==> config.mk <==
export PLATFORM = sky130hd
export DESIGN_NAME = pc_fetch_unit_flat
export DESIGN_NICKNAME = d
export VERILOG_FILES = /design/src/rtl/pc_fetch_unit_if.sv /design/src/rtl/pc_fetch_unit.sv /design/src/flat_wrapper.sv
export SDC_FILE = /design/constraint.sdc
export NUM_CORES = 1
export LEC_CHECK = 0
export ABC_CLOCK_PERIOD_IN_PS = 5100
export CAP_MARGIN = 20
export CELL_PAD_IN_SITES_DETAIL_PLACEMENT = 0
export CELL_PAD_IN_SITES_GLOBAL_PLACEMENT = 1
export CORE_ASPECT_RATIO = 1.5
export CORE_MARGIN = 5
export CORE_UTILIZATION = 31
export CTS_CLUSTER_DIAMETER = 60
export DETAILED_ROUTE_END_ITERATION = 6
export MAX_ROUTING_LAYER = met4
export PLACE_DENSITY_LB_ADDON = 0.3
export SETUP_SLACK_MARGIN = 0.3
export SYNTH_ARGS = -nofsm -noshare
export SYNTH_HDL_FRONTEND = slang
export SYNTH_SLANG_ARGS = --single-unit
export TNS_END_PERCENT = 10
==> constraint.sdc <==
create_clock -name CLK -period 5.1 [get_ports CLK]
set_input_delay 0.765 -clock CLK [delete_from_list [all_inputs] [get_ports CLK]]
set_output_delay 0.765 -clock CLK [all_outputs]
set_load 0.005 [all_outputs]
==> src/rtl/pc_fetch_unit_if.sv <==
// Bundle of controller, instruction-memory and datapath signals around pc_fetch_unit.
// slave: the fetch unit's view. master: the controller/memory/bench side.
interface pc_fetch_unit_if #(
  parameter int unsigned AW = 8
);
  // Controller requests
  logic          PC_RST;
  logic          PC_WRITE;
  logic          PC_SEL;
  logic          BR_SEL;
  // Instruction memory
  logic          IMEM_ACK;
  logic [31:0]   IMEM_DATA;
  logic          IMEM_REQ;
  logic [AW-1:0] IMEM_ADDR;
  // Results back to controller / datapath
  logic [31:0]   INSTR;
  logic [3:0]    OPCODE;
  logic [3:0]    MM;
  logic          IR_VALID;
  logic          BUSY;
  logic [AW-1:0] PC_OUT;
  logic          FETCH_ERR;

  modport slave (
    input  PC_RST, PC_WRITE, PC_SEL, BR_SEL, IMEM_ACK, IMEM_DATA,
    output IMEM_REQ, IMEM_ADDR, INSTR, OPCODE, MM, IR_VALID, BUSY, PC_OUT, FETCH_ERR
  );

  modport master (
    output PC_RST, PC_WRITE, PC_SEL, BR_SEL, IMEM_ACK, IMEM_DATA,
    input  IMEM_REQ, IMEM_ADDR, INSTR, OPCODE, MM, IR_VALID, BUSY, PC_OUT, FETCH_ERR
  );
endinterface

==> src/rtl/pc_fetch_unit.sv <==
// Program counter + instruction register with a req/ack instruction fetch.
// A rising edge on PC_WRITE starts one fetch from PC, or from a branch target computed
// from the current IR (absolute or PC-relative). On ACK the IR is loaded and PC = addr + 1.
// Optional macro FETCH_TIMEOUT_EN: abort a fetch after TIMEOUT cycles without ACK,
// loading a NOP and setting the sticky FETCH_ERR flag. Without it REQ waits forever.
module pc_fetch_unit #(
  parameter int unsigned AW        = 8,
  parameter int unsigned RESET_VEC = 0,
  parameter int unsigned TIMEOUT   = 16
) (
  input logic            CLK,
  input logic            RST_F,
  pc_fetch_unit_if.slave bus
);

  typedef enum logic [1:0] {StIdle, StReq, StDone} state_e;

  localparam logic [AW-1:0] ResetPc = AW'(RESET_VEC);

  state_e        state_q;
  logic [AW-1:0] pc_q;
  logic [AW-1:0] imem_addr_q;
  logic [31:0]   instr_q;
  logic          ir_valid_q;
  logic          imem_req_q;
  logic          busy_q;
  logic          pc_write_q;

  logic          go;
  logic [AW-1:0] rel_off;
  logic [AW-1:0] target;
  logic [AW-1:0] fetch_addr;
  logic [AW-1:0] pc_next;

`ifdef FETCH_TIMEOUT_EN
  logic       fetch_err_q;
  logic [7:0] wait_cnt_q;
  logic [7:0] wait_cnt_d;
  logic       timeout;

  // Wait counter advance and timeout detect while REQ sees no ACK
  always_comb begin
    wait_cnt_d = wait_cnt_q + 8'd1;
    timeout    = (wait_cnt_d == 8'(TIMEOUT));
  end
`else
  logic unused_timeout;
  assign unused_timeout = ^TIMEOUT;
`endif

  // Fetch start detect and branch target / fetch address selection
  always_comb begin
    go         = bus.PC_WRITE & ~pc_write_q;
    // Sign-extend the 16-bit displacement, then wrap to the PC width
    rel_off    = AW'($signed(instr_q[15:0]));
    target     = bus.BR_SEL ? instr_q[AW-1:0] : (pc_q + rel_off);
    fetch_addr = bus.PC_SEL ? target : pc_q;
    // PC follows the fetched word; wraps naturally at 2^AW
    pc_next    = imem_addr_q + AW'(1);
  end

  // Fetch FSM with all outputs registered
  always_ff @(posedge CLK or negedge RST_F) begin
    if (!RST_F) begin
      state_q     <= StIdle;
      pc_q        <= ResetPc;
      imem_addr_q <= '0;
      instr_q     <= '0;
      ir_valid_q  <= 1'b0;
      imem_req_q  <= 1'b0;
      busy_q      <= 1'b0;
      pc_write_q  <= 1'b0;
`ifdef FETCH_TIMEOUT_EN
      fetch_err_q <= 1'b0;
      wait_cnt_q  <= '0;
`endif
    end else if (bus.PC_RST) begin
      // Controller reset aborts any fetch; FETCH_ERR survives until RST_F
      state_q     <= StIdle;
      pc_q        <= ResetPc;
      imem_addr_q <= '0;
      instr_q     <= '0;
      ir_valid_q  <= 1'b0;
      imem_req_q  <= 1'b0;
      busy_q      <= 1'b0;
      pc_write_q  <= 1'b0;
`ifdef FETCH_TIMEOUT_EN
      wait_cnt_q  <= '0;
`endif
    end else begin
      pc_write_q <= bus.PC_WRITE;
      unique case (state_q)
        StIdle: begin
          // PC_SEL/BR_SEL matter only here; the address is frozen for the whole REQ
          if (go) begin
            imem_addr_q <= fetch_addr;
            imem_req_q  <= 1'b1;
            busy_q      <= 1'b1;
            ir_valid_q  <= 1'b0;
            state_q     <= StReq;
`ifdef FETCH_TIMEOUT_EN
            wait_cnt_q  <= '0;
`endif
          end
        end
        StReq: begin
          if (bus.IMEM_ACK) begin
            instr_q    <= bus.IMEM_DATA;
            ir_valid_q <= 1'b1;
            pc_q       <= pc_next;
            imem_req_q <= 1'b0;
            busy_q     <= 1'b0;
            state_q    <= StDone;
          end
`ifdef FETCH_TIMEOUT_EN
          else if (timeout) begin
            // Give up: hand the controller a NOP and flag the error
            instr_q     <= '0;
            ir_valid_q  <= 1'b1;
            fetch_err_q <= 1'b1;
            pc_q        <= pc_next;
            imem_req_q  <= 1'b0;
            busy_q      <= 1'b0;
            state_q     <= StDone;
          end else begin
            wait_cnt_q <= wait_cnt_d;
          end
`endif
        end
        StDone: begin
          // Turnaround cycle; a PC_WRITE edge seen here is dropped
          state_q <= StIdle;
        end
        default: state_q <= StIdle;
      endcase
    end
  end

  assign bus.IMEM_REQ  = imem_req_q;
  assign bus.IMEM_ADDR = imem_addr_q;
  assign bus.INSTR     = instr_q;
  assign bus.OPCODE    = instr_q[31:28];
  assign bus.MM        = instr_q[27:24];
  assign bus.IR_VALID  = ir_valid_q;
  assign bus.BUSY      = busy_q;
  assign bus.PC_OUT    = pc_q;
`ifdef FETCH_TIMEOUT_EN
  assign bus.FETCH_ERR = fetch_err_q;
`else
  assign bus.FETCH_ERR = 1'b0;
`endif

endmodule

==> src/flat_wrapper.sv <==
// flat-port wrapper written by rule: the top's interface ports become plain ports
module pc_fetch_unit_flat 
#(
  parameter int unsigned AW        = 8,
  parameter int unsigned RESET_VEC = 0,
  parameter int unsigned TIMEOUT   = 16
)
  (CLK, RST_F, bus_PC_RST, bus_PC_WRITE, bus_PC_SEL, bus_BR_SEL, bus_IMEM_ACK, bus_IMEM_DATA, bus_IMEM_REQ, bus_IMEM_ADDR, bus_INSTR, bus_OPCODE, bus_MM, bus_IR_VALID, bus_BUSY, bus_PC_OUT, bus_FETCH_ERR);
  pc_fetch_unit_if #(.AW(AW)) bus_i ();
  input logic CLK;
  input logic RST_F;
  input wire logic [$bits(bus_i.PC_RST)-1:0] bus_PC_RST;
  input wire logic [$bits(bus_i.PC_WRITE)-1:0] bus_PC_WRITE;
  input wire logic [$bits(bus_i.PC_SEL)-1:0] bus_PC_SEL;
  input wire logic [$bits(bus_i.BR_SEL)-1:0] bus_BR_SEL;
  input wire logic [$bits(bus_i.IMEM_ACK)-1:0] bus_IMEM_ACK;
  input wire logic [$bits(bus_i.IMEM_DATA)-1:0] bus_IMEM_DATA;
  output wire logic [$bits(bus_i.IMEM_REQ)-1:0] bus_IMEM_REQ;
  output wire logic [$bits(bus_i.IMEM_ADDR)-1:0] bus_IMEM_ADDR;
  output wire logic [$bits(bus_i.INSTR)-1:0] bus_INSTR;
  output wire logic [$bits(bus_i.OPCODE)-1:0] bus_OPCODE;
  output wire logic [$bits(bus_i.MM)-1:0] bus_MM;
  output wire logic [$bits(bus_i.IR_VALID)-1:0] bus_IR_VALID;
  output wire logic [$bits(bus_i.BUSY)-1:0] bus_BUSY;
  output wire logic [$bits(bus_i.PC_OUT)-1:0] bus_PC_OUT;
  output wire logic [$bits(bus_i.FETCH_ERR)-1:0] bus_FETCH_ERR;
  assign bus_i.PC_RST = bus_PC_RST;
  assign bus_i.PC_WRITE = bus_PC_WRITE;
  assign bus_i.PC_SEL = bus_PC_SEL;
  assign bus_i.BR_SEL = bus_BR_SEL;
  assign bus_i.IMEM_ACK = bus_IMEM_ACK;
  assign bus_i.IMEM_DATA = bus_IMEM_DATA;
  assign bus_IMEM_REQ = bus_i.IMEM_REQ;
  assign bus_IMEM_ADDR = bus_i.IMEM_ADDR;
  assign bus_INSTR = bus_i.INSTR;
  assign bus_OPCODE = bus_i.OPCODE;
  assign bus_MM = bus_i.MM;
  assign bus_IR_VALID = bus_i.IR_VALID;
  assign bus_BUSY = bus_i.BUSY;
  assign bus_PC_OUT = bus_i.PC_OUT;
  assign bus_FETCH_ERR = bus_i.FETCH_ERR;
  pc_fetch_unit #(.AW(AW), .RESET_VEC(RESET_VEC), .TIMEOUT(TIMEOUT)) u_core (.CLK(CLK), .RST_F(RST_F), .bus(bus_i));
endmodule
### Word level (Yosys, flattened, before mapping)

Index checks and enable logic that the tools add are counted.

* reduce and logical (&&, ||, !) cells: 10
* equality and inequality tests: 3
* multiplexer cells: 24
* bitwise logic cells: 2
* add/sub/neg operators: 2

Operator list (count)
* $mux W32: 3
* $mux W8: 8
* $add A8 B1 Y8 const B: 1
* $add A8 B8 Y8: 1
* $reduce_bool A2 Y1: 4
* $mux W1: 7
* $mux W2: 3
* $reduce_and A2 Y1: 3
* $pmux W1 S2: 2
* $pmux W2 S2: 1
* $ne A3 B2 Y1 const B: 1
* $ne A3 B3 Y1 const B: 1
* $reduce_and A3 Y1: 1
* $reduce_bool A3 Y1: 1
* $eq A2 B1 Y1 const B: 1
* $logic_not A2 Y1: 1
* $and A1 B1 Y1: 1
* $not A1 Y1: 1

* word-level logic and storage cells: 48
* output and inout bits: 60
* register bits: 53

### Logic depth before layout (Yosys ltp)

Gate-level depths: netlist of the first run.

* depth after elaboration: 6
* depth in mapped cells: 8
* gate-level depth less buffers: 8

### Worst setup path after synthesis of the first run

No wires, ideal clock.

* path type: flip-flop to flip-flop
* start point: reg u_core.pc_q[1], in the netlist u_core.bus.PC_OUT[1]
* end point: reg u_core.imem_addr_q[7], in the netlist u_core.bus.IMEM_ADDR[7]
* path slack: 3046 ps
* data required time: 4974 ps
* data arrival time: 1928 ps
* library setup time: 126 ps
* clock period less this slack: 2054 ps
* cell stages (with the launch flop): 8
* buffers on the path: 0
* cells stage by stage: dfrtp_1 > ha_1 > a211oi_2 > nor2_1 > o21ai_2 > xnor2_1 > mux2_4 > a221o_1

* word-level cells in the longest chain between the ends: 6

RTL lines
* from (decl): line pc_fetch_unit.sv:21 `logic [AW-1:0] pc_q;`
* from (signal assigned): line pc_fetch_unit.sv:66 `pc_q <= ResetPc;`
* from (signal assigned): line pc_fetch_unit.sv:80 `pc_q <= ResetPc;`
* from (signal assigned): line pc_fetch_unit.sv:110 `pc_q <= pc_next;`
* $add A8 B8 Y8: line pc_fetch_unit.sv:56 `target = bus.BR_SEL ? instr_q[AW-1:0] : (pc_q + rel_off);`
* $mux W8: line pc_fetch_unit.sv:56
* $mux W8: line pc_fetch_unit.sv:57 `fetch_addr = bus.PC_SEL ? target : pc_q;`
* $mux W8: line pc_fetch_unit.sv:95 `if (go) begin`
* $mux W8: line pc_fetch_unit.sv:92 `unique case (state_q)`
* $mux W8: line pc_fetch_unit.sv:77 `end else if (bus.PC_RST) begin`
* to (signal assigned): line pc_fetch_unit.sv:96 `imem_addr_q <= fetch_addr;`
* to (decl): line pc_fetch_unit.sv:22 `logic [AW-1:0] imem_addr_q;`

No other way between the ends. The select of a mux whose other input is x is not followed.
A chain may end at the register's enable or synchronous reset.

### Worst setup path after layout of the first run

* start point: in bus_PC_RST
* end point: reg u_core.imem_addr_q[5], in the netlist u_core.bus.IMEM_ADDR[5]

* word-level cells in the longest chain between the ends: 2
* elaborated cells on any way between the ends: 4
* classes of those cells: mux: 1; reduce/logical: 3

RTL lines
* from (decl): line flat_wrapper.sv:12 `input wire logic [$bits(bus_i.PC_RST)-1:0] bus_PC_RST;`
* $reduce_bool A2 Y1 (no line)
* $reduce_and A2 Y1 (no line)

Several ways; a longest one is shown, not always the timed one.

==> results of run 1 <==
path summary, 6_finish.rpt:
check	end	slack, ns	cells after the start
setup reg to reg	u_core.bus.IMEM_ADDR[6]	2.85	8
setup / recovery	u_core.bus.IMEM_ADDR[5]	2.75	5
hold / removal	u_core.bus.IR_VALID	0.49	2
max in group asynchronous	u_core.bus.INSTR[15]	4.05	2
min in group asynchronous	u_core.bus.PC_OUT[4]	0.58	2
hold reg to reg	u_core.bus.IR_VALID	0.49	2
area by class of cell:
cell class | instances | area (um^2) | share of cell area
clock buffers | 6 | 129 | 0.0349
clock inverters | 2 | 10.0 | 0.00271
flip-flops and latches | 53 | 1330 | 0.359
multi-input cells | 149 | 1070 | 0.289
repair buffers | 100 | 1010 | 0.273
well taps | 105 | 131 | 0.0356
inverters | 5 | 18.8 | 0.00508
cells by family (layout without fill, tap and decap cells):
| kind of cell | Yosys count | count (layout) | share of synthesized area |
|---|---|---|---|
| xor+xnor | 11 | 11 | 0.0384 |
| fa+ha+maj | 9 | 9 | 0.0479 |
| flops | 53 | 53 | 0.528 |
| compound gates | 74 | 74 | 0.217 |
| other cells | 1 | 1 | 0.00149 |
| mux | 5 | 5 | 0.0219 |
| buf+inv | 26 | 113 | 0.0553 |
| simple gates | 49 | 49 | 0.0892 |
critical path, cell delays in order:
cell	delay, ns
clkdlybuf4s50_1	0.60
or3_1	0.63
nor2_1	0.22
o21ai_0	0.13
o221ai_1	0.21
synth_stat cells, drive strengths merged:
library cell | number | area share
a21o | 3 | 0.0090
o21bai | 1 | 0.0030
nor4b | 1 | 0.0060
nor2 | 9 | 0.013
o21a | 1 | 0.0030
nand2 | 24 | 0.036
nor3 | 1 | 0.0020
inv | 5 | 0.0075
and3 | 2 | 0.0050
a31oi | 3 | 0.0075
o21ai | 19 | 0.039
nand3 | 6 | 0.012
a221o | 1 | 0.0040
buf | 14 | 0.037
ha | 8 | 0.040
mux2i | 4 | 0.016
a22o | 33 | 0.12
fa | 1 | 0.0080
a211oi | 3 | 0.011
clkbuf | 7 | 0.010
or3 | 1 | 0.0025
nand2b | 1 | 0.0025
xor2 | 6 | 0.021
o221ai | 2 | 0.0070
o31ai | 1 | 0.0030
a21oi | 6 | 0.012
conb | 1 | 0.0015
o41ai | 1 | 0.0035
mux2 | 1 | 0.0060
nor2b | 4 | 0.010
xnor2 | 5 | 0.017
dfrtp | 53 | 0.53
power breakdown:
group | internal [mW] | leakage [nW] | switching [mW] | total [mW]
Sequential | 0.434 | 0.731 | 0.0133 | 0.447
Clock | 0.181 | 0.0706 | 0.148 | 0.329
Combinational | 0.0704 | 0.818 | 0.0499 | 0.120
Total | 0.685 | 1.62 | 0.211 | 0.896
metal layers:
layer	vias to the layer above	global-route usage	wire, um
met3	8	0.0293	367
met5	-	-	0
met1	998	0.166	2770
met4	0	0.0563	144
met2	67	0.234	3420
li1	977	-	-
registers in the layout, summed over array words and instances (netlist names):
register / cells
u_core.bus.INSTR: 32
u_core.bus.IMEM_ADDR: 8
u_core.bus.PC_OUT: 8
u_core.state_q: 2
u_core.bus.IMEM_REQ: 1
u_core.bus.IR_VALID: 1
u_core.pc_write_q: 1
per-stage QoR:
step / cell area, um^2 / power, mW
after floorplan: 2510 / 0.495
after global placement: 3530 / 0.573
after detailed placement: 3550 / 0.578
after CTS: 3690 / 0.912
after global routing: 3690 / 0.939
final: 3690 / 0.896
==> summary.txt, run 1 <==
Final layout
  – Layout cells sized above 1: 0.0508
  – Post-Route Utilization: 0.464
  – Fillers: 755
  – Most frequent cells in the layout: clkdlybuf4s50_1, dfrtp_1, a22o_1
  – Most common cell after layout, fill and taps aside: clkdlybuf4s50_1
  – Finished Layout Cells: 420
  – Final net count: 362
  – Area Overhead vs Synth: 47.1%
  – Antenna cells: 0

Worst hold path
  – HP Class: reg2reg
  – Hold Path Origin: u_core.bus.IR_VALID

Detailed routing
  – Vias: 2050
  – DR iter-0 viols: 74
  – WL final: roughly 6700 um
  – Wirelength per Cell: about 16 um
  – Routed vias/inst: 4.88
  – DRC Markers: 0
  – 1st-pass router iterations: 4
  – Final antenna-violating net count: 0

Clock tree
  – Post-CTS Setup Inserts: 0
  – Hold bufs inserted after CTS: 0
  – H-tree levels: 2
  – Num CTS Buffers: 5
  – Clock Sinks: 53
  – Post-cts sizing count: 0
  – Root Buffer: clkbuf_16
  – TritonCTS clock tree: done
  – Max Buffers Root-to-Sink: 2
  – Clock transition at the registers of the reported paths: 0.07 ns
  – Clk Latency, worst-skew pair: ~0.29 ns

Critical path
  – CP startpoint kind: input pin
  – CP Capture Type: register
  – Reg2Reg Launch Point: u_core.bus.INSTR[0]
  – WP data required: 5.30 ns
  – Crit Path Max Fanout: 11
  – Critical path class: in2reg
  – Crit path DAT: 2.56 ns
  – Crit path launch: bus_PC_RST

Run
  – Max-cap violations: 0

Placement
  – I/O Buffers: 97
  – Worst slack at placement: 2.46 ns
  – Routability cong.: approximately 0.79
  – Placed insts: ~410
  – Post-DP HPWL: 4910 um

Global routing
  – First-pass GRT wire length: 11000 um
  – Global route overflow: 0
  – Initial antenna violation count: 0
  – GRT Util Overall: 0.140
  – Vias in the first global route: 2156
  – Pin count of the biggest net entering global routing: 54

Synth
  – Synth Warn #: 0
  – Mapped Cells: 228
  – Register bit total from synthesis: 53
  – Syn nets: ~280
  – Synth Cell Area: 2510 um^2
  – Avg Cell Area, Syn: 11.0 um^2
  – Unique masters post-synth: 36
  – Post-synthesis sequential area ratio: 0.528

Power
  – Lkg Pwr: 1.62 nW
  – VDD IR max: 0.000126 V
  – Pwr/cell area: 243 nW/um^2

STA
  – Min Hold Slack: 0.488 ns
  – Final setup fails: 0
  – RSZ-0062 raised after global routing: false
  – Max_slew headroom: 0.554
  – Minimum clock period: approximately 2.4 ns
  – Worst Clk Skew: 0.00432 ns
  – Worst-margin pin slew: 0.669 ns
  – Post-route setup slack: 2.75 ns
  – Final Cycle Share: 0.462
  – Fin. Hold Viols: 0
  – Setup tns final: 0 ns
  – Final Max Tran Viols: 0
  – Fmax: 425 MHz

Floorplanning
  – Die Span Y: 120 um
  – Die area: 10000 um^2
  – Initial Util: 0.315
  – Core footprint: 7960 um^2
  – Die X: 83.5 um
  – Io pins: 99
  – Row Count: 40

Status
  – Status: completed
Note: power is estimated with default switching activity, not from simulation.
==> run 2, diff against run 1 <==
--- a/config.mk
+++ b/config.mk
@@ -5,13 +5,13 @@
 export SDC_FILE = /design/constraint.sdc
 export NUM_CORES = 1
 export LEC_CHECK = 0
-export ABC_CLOCK_PERIOD_IN_PS = 5100
+export ABC_CLOCK_PERIOD_IN_PS = 1900
 export CAP_MARGIN = 20
 export CELL_PAD_IN_SITES_DETAIL_PLACEMENT = 0
 export CELL_PAD_IN_SITES_GLOBAL_PLACEMENT = 1
 export CORE_ASPECT_RATIO = 1.5
 export CORE_MARGIN = 5
-export CORE_UTILIZATION = 31
+export CORE_UTILIZATION = 29
 export CTS_CLUSTER_DIAMETER = 60
 export DETAILED_ROUTE_END_ITERATION = 6
 export MAX_ROUTING_LAYER = met4
==> constraint.sdc (replaced) <==
create_clock -name CLK -period 1.9 [get_ports CLK]
set_input_delay 0.285 -clock CLK [delete_from_list [all_inputs] [get_ports CLK]]
set_output_delay 0.285 -clock CLK [all_outputs]
set_load 0.005 [all_outputs]
==> summary.txt, run 2 (same netlist as run 1, synthesis figures left out) <==
Floorplanning
  – Die Span Y: 124 um (was 120 um)
  – Row Count: 41 (was 40)
  – Die area: 10700 um^2 (was 10000 um^2)
  – Die X: 86.0 um (was 83.5 um)
  – Initial Util: 0.297 (was 0.315)
  – Io pins: 99 (unchanged)
  – Core footprint: 8460 um^2 (was 7960 um^2)

Clock tree
  – Clk Latency, worst-skew pair: 0.29 ns (about the same)
  – H-tree levels: 2 (unchanged)
  – Root Buffer: clkbuf_16 (unchanged)
  – TritonCTS clock tree: done (unchanged)
  – Max Buffers Root-to-Sink: 2 (unchanged)
  – Num CTS Buffers: 5 (unchanged)
  – Clock transition at the registers of the reported paths: 0.07 ns (about the same)
  – Clock Sinks: 53 (unchanged)

STA
  – Post-route setup slack: -0.0853 ns (was 2.75 ns)
  – Final Cycle Share: 1.04
  – RSZ-0062 raised after global routing: true (was false)
  – Fin. Hold Viols: 0 (unchanged)
  – Final Max Tran Viols: 0 (unchanged)
  – Minimum clock period: ~2 ns
  – Fmax: 504 MHz
  – Worst Clk Skew: 0.00645 ns (was 0.00432 ns)
  – Final setup fails: 2 (was 0)

Critical path
  – Reg2Reg Launch Point: u_core.bus.PC_OUT[1] (was u_core.bus.INSTR[0])
  – Crit path DAT: 2.16 ns (was 2.56 ns)
  – Critical path class: reg2reg (was in2reg)
  – CP Capture Type: register (unchanged)
  – WP data required: 2.07 ns (was 5.30 ns)
  – CP startpoint kind: register (was input pin)
  – Crit Path Max Fanout: 2 (was 11)
  – Crit path launch: u_core.bus.PC_OUT[1] (was bus_PC_RST)

Detailed routing
  – DRC Markers: 0 (unchanged)
  – Routed vias/inst: 4.82 (was 4.88)
  – 1st-pass router iterations: 4 (unchanged)
  – Vias: 2207 (was 2050)
  – Final antenna-violating net count: 0 (unchanged)
  – DR iter-0 viols: 62 (was 74)
  – WL final: 7360 um (was 6700 um)
  – Wirelength per Cell: 16.1 um (was 16.0 um)

Global routing
  – GRT Util Overall: 0.147 (was 0.140)
  – Pin count of the biggest net entering global routing: 54 (unchanged)
  – Global route overflow: 0 (unchanged)
  – Initial antenna violation count: 0 (unchanged)
  – First-pass GRT wire length: 11800 um (was 11000 um)
  – Vias in the first global route: 2406 (was 2156)

Final layout
  – Area Overhead vs Synth: 62.6% (was 47.1%)
  – Antenna cells: 0 (unchanged)
  – Most frequent cells in the layout: clkdlybuf4s50_1, dfrtp_1, a22o_1 (unchanged)
  – Post-Layout Inst Area: 4080 um^2 (was 3690 um^2)
  – Post-Route Utilization: 0.482 (was 0.464)
  – Layout cells sized above 1: 0.174 (was 0.0508)
  – Max reg flops: 32 (unchanged)
  – Final net count: 398 (was 362)
  – Most common cell after layout, fill and taps aside: clkdlybuf4s50_1 (unchanged)

Power
  – Pwr/cell area: 605 nW/um^2 (was 243 nW/um^2)
  – Lkg Pwr: 1.98 nW (was 1.62 nW)
  – VDD IR max: 0.000442 V (was 0.000126 V)

Placement
  – Post-DP HPWL: 5420 um (was 4910 um)
  – Routability cong.: 0.858 (was 0.788)
  – Placed cell areas: 3810 um^2 (was 3550 um^2)
  – I/O Buffers: 97 (unchanged)

Status
  – Status: complete, but fails checks (was completed)
  – Failing checks: negative setup slack

Worst hold path
  – HP Class: reg2reg (unchanged)
  – Hold Path Origin: u_core.bus.IR_VALID (unchanged)

Run
  – Max-cap violations: 0 (unchanged)
run 2: cell count changes in the layout (fill, tap and decap cells not counted), sizes merged, moves of 3 or more:
| cell | before | now |
|---|---|---|
| buf | 4 | 39 |
| clkdlybuf4s50 | 96 | 83 |
| dlymetal6s2s | 0 | 9 |
| dlygate4sd2 | 0 | 3 |
run 2: through the flow:
| step | TNS [ns] | hold slack, ns | setup WS, ns | std cells | total power, mW |
|---|---|---|---|---|---|
| floorplan | -0.313 | -0.0106 | -0.137 | 228 | 1.33 |
| global placement | -0.369 | 0.308 | -0.133 | 447 | 1.59 |
| detailed placement | -0.446 | 0.311 | -0.158 | 447 | 1.59 |
| CTS | -0.243 | 0.492 | -0.138 | 457 | 2.51 |
| global route | -0.430 | 0.523 | -0.166 | 458 | 2.61 |
| finish | -0.130 | 0.487 | -0.0853 | 458 | 2.47 |
run 2: layout make-up:
cell class / instances / area [um^2]
well taps: 107 / 134
multi-input cells: 149 / 1120
clock buffers: 6 / 129
flip-flops and latches: 53 / 1330
inverters: 5 / 18.8
repair buffers: 136 / 1340
clock inverters: 2 / 13.8
fillers: 846 / 4380
run 2: where the power goes:
| group | total (mW) | switching [mW] | internal [mW] | leakage [nW] |
|---|---|---|---|---|
| logic | 0.377 | 0.154 | 0.223 | 1.18 |
| registers | 1.20 | 0.0307 | 1.16 | 0.729 |
| clock network | 0.896 | 0.404 | 0.492 | 0.0712 |
run 2: path summary, 6_finish.rpt:
kind | to | slack (ns) | cells past startpoint
worst max register to register | u_core.bus.IMEM_ADDR[7] | -0.09 | 7
worst min-delay path | u_core.bus.IR_VALID | 0.49 | 2
min in group asynchronous | u_core.bus.INSTR[9] | 0.53 | 3
worst max-delay path | u_core.bus.IMEM_ADDR[7] | -0.09 | 7
max in group asynchronous | u_core.bus.INSTR[7] | 1.11 | 3
worst min register to register | u_core.bus.IR_VALID | 0.49 | 2
run 2: timing repair:
action,in CTS,in global routing
endpoints found under the hold margin,39,0
gates resized for setup,12,24
setup endpoints to repair,12,32
buffers inserted,1,1
hold buffers,1,0
pin swaps,8,9
run 2: layer usage:
| layer | part of all wire | wire (um) | vias to the layer above | track usage |
|---|---|---|---|---|
| met5 | 0 | 0 | - | - |
| met4 | 0.012 | 85 | 0 | 0.0446 |
| met3 | 0.055 | 405 | 5 | 0.0344 |
| met2 | 0.52 | 3810 | 70 | 0.251 |
| met1 | 0.42 | 3060 | 1079 | 0.171 |
| li1 | - | - | 1053 | - |
run 2: worst max-delay path, cell delays in order, from the launching register on:
cell,delay [ns]
dfrtp_1,0.42
ha_4,0.26
a211oi_2,0.23
nor2_2,0.07
o21ai_2,0.12
xnor2_1,0.15
mux2_4,0.31
a221o_1,0.31
